$ cat src/rtl/plic_gateway.sv
// plic_gateway -- per-source interrupt gateway for a PLIC.
//
// Each source slot 1..IRQ_NUM-1 turns a raw device line into one-cycle
// request pulses for the pending logic:
//   * level sources (tm_i=0) request while the line is high and idle;
//   * edge sources (tm_i=1) count rising edges in a saturating counter
//     and forward one edge per request/complete round trip.
// Slot 0 is reserved: its outputs are tied low and its inputs are ignored.
//
// Optional build macro: PLIC_GATEWAY_SYNC_EN
//   When defined, irq_i passes through a 2-flop synchronizer before it is
//   used. This adds 2 cycles of request latency (3 cycles instead of 1).
//
// Ports
//   clk_i      : clock, all state updates on the rising edge
//   rst_i      : synchronous active-high reset
//   irq_i      : raw interrupt lines, one per source
//   tm_i       : trigger mode per source, 1 = rising edge, 0 = high level
//   comp_i     : one-cycle completion pulse per source
//   ovf_clr_i  : one-cycle pulse that clears every ovf_o bit
//   req_o      : registered one-cycle request pulse per source
//   busy_o     : request forwarded and not yet completed
//   ovf_o      : sticky flag, an edge was lost on a saturated counter
module plic_gateway #(
  parameter int IRQ_NUM   = 32,
  parameter int CNT_WIDTH = 4
) (
  input  logic               clk_i,
  input  logic               rst_i,
  input  logic [IRQ_NUM-1:0] irq_i,
  input  logic [IRQ_NUM-1:0] tm_i,
  input  logic [IRQ_NUM-1:0] comp_i,
  input  logic               ovf_clr_i,
  output logic [IRQ_NUM-1:0] req_o,
  output logic [IRQ_NUM-1:0] busy_o,
  output logic [IRQ_NUM-1:0] ovf_o
);

  typedef enum logic {
    IDLE = 1'b0,
    BUSY = 1'b1
  } state_t;

  localparam logic [CNT_WIDTH-1:0] CNT_MAX = '1;

  // Slot 0 is reserved; its inputs only feed this sink.
  logic unused_slot0;
  assign unused_slot0 = irq_i[0] ^ tm_i[0] ^ comp_i[0];

  assign req_o[0]  = 1'b0;
  assign busy_o[0] = 1'b0;
  assign ovf_o[0]  = 1'b0;

  for (genvar i = 1; i < IRQ_NUM; i++) begin : g_src
    state_t               state_q;
    logic [CNT_WIDTH-1:0] cnt_q;
    logic [CNT_WIDTH-1:0] cnt_d;
    logic                 s_irq;
    logic                 s_prev_q;
    logic                 rise;
    logic                 issue;
    logic                 ovf_set;
    logic                 req_q;
    logic                 ovf_q;

    // Input sampling stage
`ifdef PLIC_GATEWAY_SYNC_EN
    logic sync1_q;
    logic sync2_q;

    always_ff @(posedge clk_i) begin
      if (rst_i) begin
        sync1_q <= 1'b0;
        sync2_q <= 1'b0;
      end else begin
        sync1_q <= irq_i[i];
        sync2_q <= sync1_q;
      end
    end

    assign s_irq = sync2_q;
`else
    assign s_irq = irq_i[i];
`endif

    assign rise = s_irq & ~s_prev_q;

    // Request decision and edge counter update
    always_comb begin
      issue   = 1'b0;
      cnt_d   = cnt_q;
      ovf_set = 1'b0;
      if (!tm_i[i]) begin
        // Level mode never accumulates edges.
        cnt_d = '0;
        issue = (state_q == IDLE) && s_irq;
      end else begin
        issue = (state_q == IDLE) && (rise || (cnt_q != '0));
        if (issue) begin
          // A rise in the same cycle is the edge being consumed.
          if (!rise) begin
            cnt_d = cnt_q - 1'b1;
          end
        end else if (rise) begin
          if (cnt_q == CNT_MAX) begin
            ovf_set = 1'b1;
          end else begin
            cnt_d = cnt_q + 1'b1;
          end
        end
      end
    end

    // State register stage
    always_ff @(posedge clk_i) begin
      if (rst_i) begin
        state_q  <= IDLE;
        cnt_q    <= '0;
        s_prev_q <= 1'b0;
        req_q    <= 1'b0;
        ovf_q    <= 1'b0;
      end else begin
        s_prev_q <= s_irq;
        cnt_q    <= cnt_d;
        req_q    <= issue;
        // A fresh overflow outranks a simultaneous clear.
        ovf_q    <= ovf_set | (ovf_q & ~ovf_clr_i);
        case (state_q)
          IDLE: if (issue) state_q <= BUSY;
          BUSY: if (comp_i[i]) state_q <= IDLE;
          default: state_q <= IDLE;
        endcase
      end
    end

    assign req_o[i]  = req_q;
    assign busy_o[i] = (state_q == BUSY);
    assign ovf_o[i]  = ovf_q;
  end

endmodule

$ cat config.mk
export PLATFORM = sky130hd
export DESIGN_NAME = plic_gateway
export DESIGN_NICKNAME = d
export VERILOG_FILES = /design/src/rtl/plic_gateway.sv
export SDC_FILE = /design/constraint.sdc
export NUM_CORES = 1
export LEC_CHECK = 0
export CELL_PAD_IN_SITES_DETAIL_PLACEMENT = 0
export CELL_PAD_IN_SITES_GLOBAL_PLACEMENT = 2
export CORE_MARGIN = 5
export CORE_UTILIZATION = 37
export CTS_CLUSTER_SIZE = 10
export DETAILED_ROUTE_END_ITERATION = 10
export PLACE_DENSITY_LB_ADDON = 0.05
export SLEW_MARGIN = 5
export SYNTH_ARGS = -nofsm -noshare
export SYNTH_HDL_FRONTEND = slang
export SYNTH_SLANG_ARGS = --single-unit
export TNS_END_PERCENT = 5
$ cat constraint.sdc
create_clock -name clk_i -period 3.4 [get_ports clk_i]
set_input_delay 0.68 -clock clk_i [delete_from_list [all_inputs] [get_ports clk_i]]
set_output_delay 0.68 -clock clk_i [all_outputs]
set_load 0.05 [all_outputs]
## Yosys cells after proc, flatten, opt, wreduce, memory -nomap -nowiden

Cells that the tools add are included.

| operators by class | value |
|---|---|
| $mul | 0 |
| mux-type cells | 372 |
| magnitude comparators | 0 |
| reductions and logical operators | 217 |
| bitwise gates (word level) | 187 |
| divide/modulo/power cells | 0 |
| eq/ne operators | 93 |
| shifts and indexed selects | 0 |
| add/sub/neg operators | 62 |

Operators with widths:

| cell | number |
|---|---|
| 4-bit two-way mux | 124 |
| 1-bit two-way mux | 217 |
| 4-bit by 1-bit adder with 4-bit output, second input constant | 31 |
| 4-bit == test, second input constant | 31 |
| 2-bit != test, second input constant | 62 |
| 4-bit nonzero test | 31 |
| 4-bit by 1-bit subtractor with 4-bit output, second input constant | 31 |
| 1-bit inverter | 94 |
| 3-bit AND reduction | 31 |
| 1-bit AND | 62 |
| 1-bit logical AND | 62 |
| 1-bit one-hot mux with 2 select lines | 31 |
| 2-bit nonzero test | 31 |
| 2-bit OR reduction | 31 |
| 1-bit logical OR | 31 |
| 1-bit bitwise OR | 31 |

| storage, ports and cells | value |
|---|---|
| latch bits | 0 |
| memories kept | 0 |
| register bits | 248 |
| RAM bits | 0 |
| output and inout port bits | 96 |
| logic and storage cells | 1086 |
| input port bits | 99 |
| ROM bits | 0 |

## Longest topological paths before layout

| depth | value |
|---|---|
| word-level depth | 7 |
| depth in mapped cells | 9 |

## Least setup slack after synthesis

Ideal clock, no wire load.

| timing | value |
|---|---|
| path kind | input to register |
| from | input port irq_i[10] |
| to | register g_src[10].cnt_q[3] |
| path buffers | 0 |
| library setup time | 0.121 ns |
| required time | 3.279 ns |
| stages | 9 |
| arrival time | 2.382 ns |
| path slack | 0.898 ns |
| cell sequence | and2b_1 > nor2b_1 > or2_2 > inv_1 > ha_1 > a21o_1 > a21oi_1 > mux2i_1 > mux2_2 |

| on the way | value |
|---|---|
| word-level cells in the longest chain between the ends | 5 |
| elaborated cells between the ends (all ways) | 8 |

Ends and longest elaborated chain:

| what | line | text |
|---|---|---|
| start, declared | 30 | `input logic [IRQ_NUM-1:0] irq_i,` |
| 1-bit AND (*) | 86 | `assign rise = s_irq & ~s_prev_q;` |
| 1-bit logical OR | 98 | `issue = (state_q == IDLE) && (rise \|\| (cnt_q != '0));` |
| 1-bit logical AND | 98 |  |
| 2-bit != test (no line) or 2-bit nonzero test (tied branches) | -- |  |
| 3-bit AND reduction (no line) | -- |  |
| end signal, assigned | 124 | `cnt_q <= cnt_d;` |
| end, declared | 56 | `logic [CNT_WIDTH-1:0] cnt_q;` |

Mark *: on every way between the ends. The rest lies on a longest branch, timed or not.
A chain may end at the register's enable or synchronous reset.

## Final worst setup path

Same ends and word-level chain as after synthesis.

==> flow_summary.json <==
{
  "place_congestion": 0.7961,
  "skew_ns": 0.01004,
  "cp_max_fo": 6,
  "grt_overflow": 0,
  "grt_usage_pct": 14.67,
  "cts_root_buf": "clkbuf_16",
  "drc": 0,
  "wire_per_inst_um": 14.06,
  "power.leakage_nw": 7.153,
  "drive_gt1_share_pct": 9.351,
  "dieArea_mm2": 0.04426,
  "timing.slew.headroom_pct": 56.42,
  "drv_cap": 0,
  "synth-main-ff-cell": "dfxtp_1",
  "place_area_mm2": 0.01663,
  "design_area_mm2": 0.01770,
  "via_count": 11850,
  "antenna_found_initial": 3,
  "viasPerCell": 5.055,
  "area_growth_pct": 19.17,
  "cts_sinks": 248,
  "period_needed_ns": 2.669,
  "first_pass_iters": 5,
  "final_hold_viol_count": 0,
  "synth_area_mm2": 0.01486,
  "tns_ns": 0,
  "setup_viol": 0,
  "postCtsResizedCells": 0,
  "row_count": 73,
  "total_power_w": 0.008606,
  "max_freq_mhz": 374.7,
  "drt_iter0_drc": 491,
  "synth_seq_cells": 248,
  "core_area_mm2": 0.03973,
  "cts_max_level": 2,
  "initial_utilization_pct": 37.39,
  "die_x_um": 210.4,
  "synthDistinctLibCells": 42,
  "cts_buffers": 34,
  "ant_nets": 0,
  "postCtsSetupBuffers": 0,
  "clkSlewWorstSetupHoldPaths_ns": 0.05,
  "ir_drop_mv": 0.3294,
  "drv_slew": 0,
  "synth_edf_count": 0,
  "ys_seq_area_share_pct": 33.42,
  "hpwl_mm": 24.18,
  "crit_family": "simple AND/OR/NAND/NOR gates",
  "grt_pass1_wl_mm": 55.88,
  "cp_num_buf_inv": 2,
  "utilization_pct": 44.56,
  "critPathMaxStageDelay_ns": 0.55,
  "avgSynthCellArea_um2": 8.796,
  "rsz0062_at_grt": "false",
  "ys_warn_count": 0,
  "worstMarginPinSlew_ns": 0.6517,
  "critPathCaptureType": "flip-flop",
  "cts_buffer_depth": 3,
  "cts_tree": "yes",
  "die_h_um": 210.4,
  "crit_type": "in2reg",
  "grt_pass1_vias": 11500,
  "nets": 1988,
  "routed_wl_mm": 32.97,
  "io_pins": 195,
  "slowest_stage": "clkdlybuf4s50_1",
  "async_reset_ff_share_pct": 0,
  "grt_max_degree": 43,
  "portBuffers": 188,
  "crit_chain": "clkdlybuf4s50_1, and2b_1, nor2b_1, or2_2, inv_1, ha_1, a21o_1, a21oi_1, mux2i_1, mux2_2",
  "critPathArrivalTime_ns": 3.08,
  "hp-class": "reg2reg",
  "status": "completed",
  "insertion_delay_ns": 0.52,
  "powerDensity_mw_per_mm2": 486.1,
  "cts_hold_repair.buffers": 0,
  "crit_required_ns": 3.81,
  "syn_inst": 1689,
  "cp-start-kind": "primary input",
  "fin_crit_sh_pct": 78.49
}
[area by class of cell]
| cell class | instances | area, um2 |
|---|---|---|
| fill | 3939 | 22030 |
| multi-input combinational | 1192 | 8587 |
| sequential | 248 | 4965 |
| timing repair buffer | 194 | 1949 |
| clock buffer | 55 | 1054 |
| tap | 525 | 656.9 |
| inverter | 126 | 473.0 |
| clock inverter | 3 | 17.52 |
| antenna | 1 | 2.502 |
[kinds of logic after synthesis]
| family | count (synthesis) | share of synthesized area, % |
|---|---|---|
| and+or+nand+nor | 672 | 27.26 |
| buffers and inverters | 251 | 8.834 |
| xor gates and xnor gates | 31 | 1.828 |
| AOI/OAI and AO/OA | 331 | 14.81 |
| adders and majority gates | 93 | 9.399 |
| other | 1 | 0.02524 |
| muxes | 62 | 4.430 |
| DFF | 248 | 33.42 |
[worst reg2reg max path: stages (launching register included)]
cell and delay, ns:
dfxtp_1 0.35, nor4_2 0.41, nor2b_1 0.28, or2_2 0.18
inv_1 0.06, ha_1 0.27, a21o_1 0.17, a21oi_1 0.16
mux2i_1 0.25, mux2_2 0.35
[cell usage in the layout, fill, tap and decap left out, types with 27 or more instances in the layout]
master / n
or3_1: 27
nand4_1: 33
a211oi_1: 30
fa_1: 31
nand2b_1: 73
clkbuf_16: 37
mux2_2: 30
inv_1: 125
nand3_1: 86
a21oi_1: 126
ha_1: 62
nor2_1: 98
mux2i_1: 32
o21ai_0: 32
dfxtp_1: 248
and3_1: 31
xnor2_1: 31
nor3_1: 96
nand2_1: 53
nor3_2: 27
a21o_1: 41
clkdlybuf4s50_1: 187
nor2b_1: 61
and2b_1: 27
[per-layer routing]
metal,global-route usage (%),share of wire (%)
met1,19.71,49
met2,23.46,44
met3,4.182,5.6
met4,3.577,1.9
met5,0,0.12
[state kept, by name (all words and copies together), names as in the netlist]
signal / cells
g_src.ovf_q: 31
g_src.state_q: 31
g_src.cnt_q: 124
g_src.s_prev_q: 31
g_src.req_q: 31
[through the flow]
step,setup WS [ns],std cells,hold WS (ns)
final,0.7313,2344,0.4628
after global routing,0.5962,2344,0.4857
after CTS,0.6815,2343,0.4691
after detailed placement,0.1786,2285,0.4608
after global placement,0.1804,2285,0.4508
after floorplan,0.8977,1691,0.4263
[Yosys cell counts, types with 30 or more instances]
master | instances | area share, %
fa_1 | 31 | 4.2
nand3_1 | 86 | 2.9
nand2_1 | 53 | 1.3
nor3_1 | 96 | 3.2
nor2b_1 | 61 | 2.6
ha_1 | 62 | 5.2
xnor2_1 | 31 | 1.8
o21ai_0 | 32 | 1.1
a21oi_1 | 126 | 4.2
dfxtp_1 | 248 | 33
nor2_1 | 98 | 2.5
a211oi_1 | 30 | 1.5
mux2_2 | 30 | 2.3
inv_1 | 125 | 3.2
buf_4 | 96 | 4.9
and3_1 | 31 | 1.3
mux2i_1 | 32 | 2.2
nand4_1 | 33 | 1.4
a21o_1 | 41 | 2.1
nand2b_1 | 73 | 3.1
[power by group]
group / leakage, nW / switching [W] / internal [W]
combinational: 4.60 / 0.00106 / 0.000840
clock: 0.521 / 0.00130 / 0.00211
sequential: 2.03 / 0.000221 / 0.00308
[worst paths after layout]
check	from	slack, ns	endpoint	cells past startpoint
worst max-delay path	irq_i[10]	0.73	g_src[10].cnt_q[3]	10
worst min-delay path	g_src[26].ovf_q	0.46	g_src[26].ovf_q	2
worst max register to register	g_src[12].cnt_q[0]	0.81	g_src[12].cnt_q[3]	9
worst min register to register	g_src[26].ovf_q	0.46	g_src[26].ovf_q	2
No activity file was read; power rests on OpenSTA's default activity.
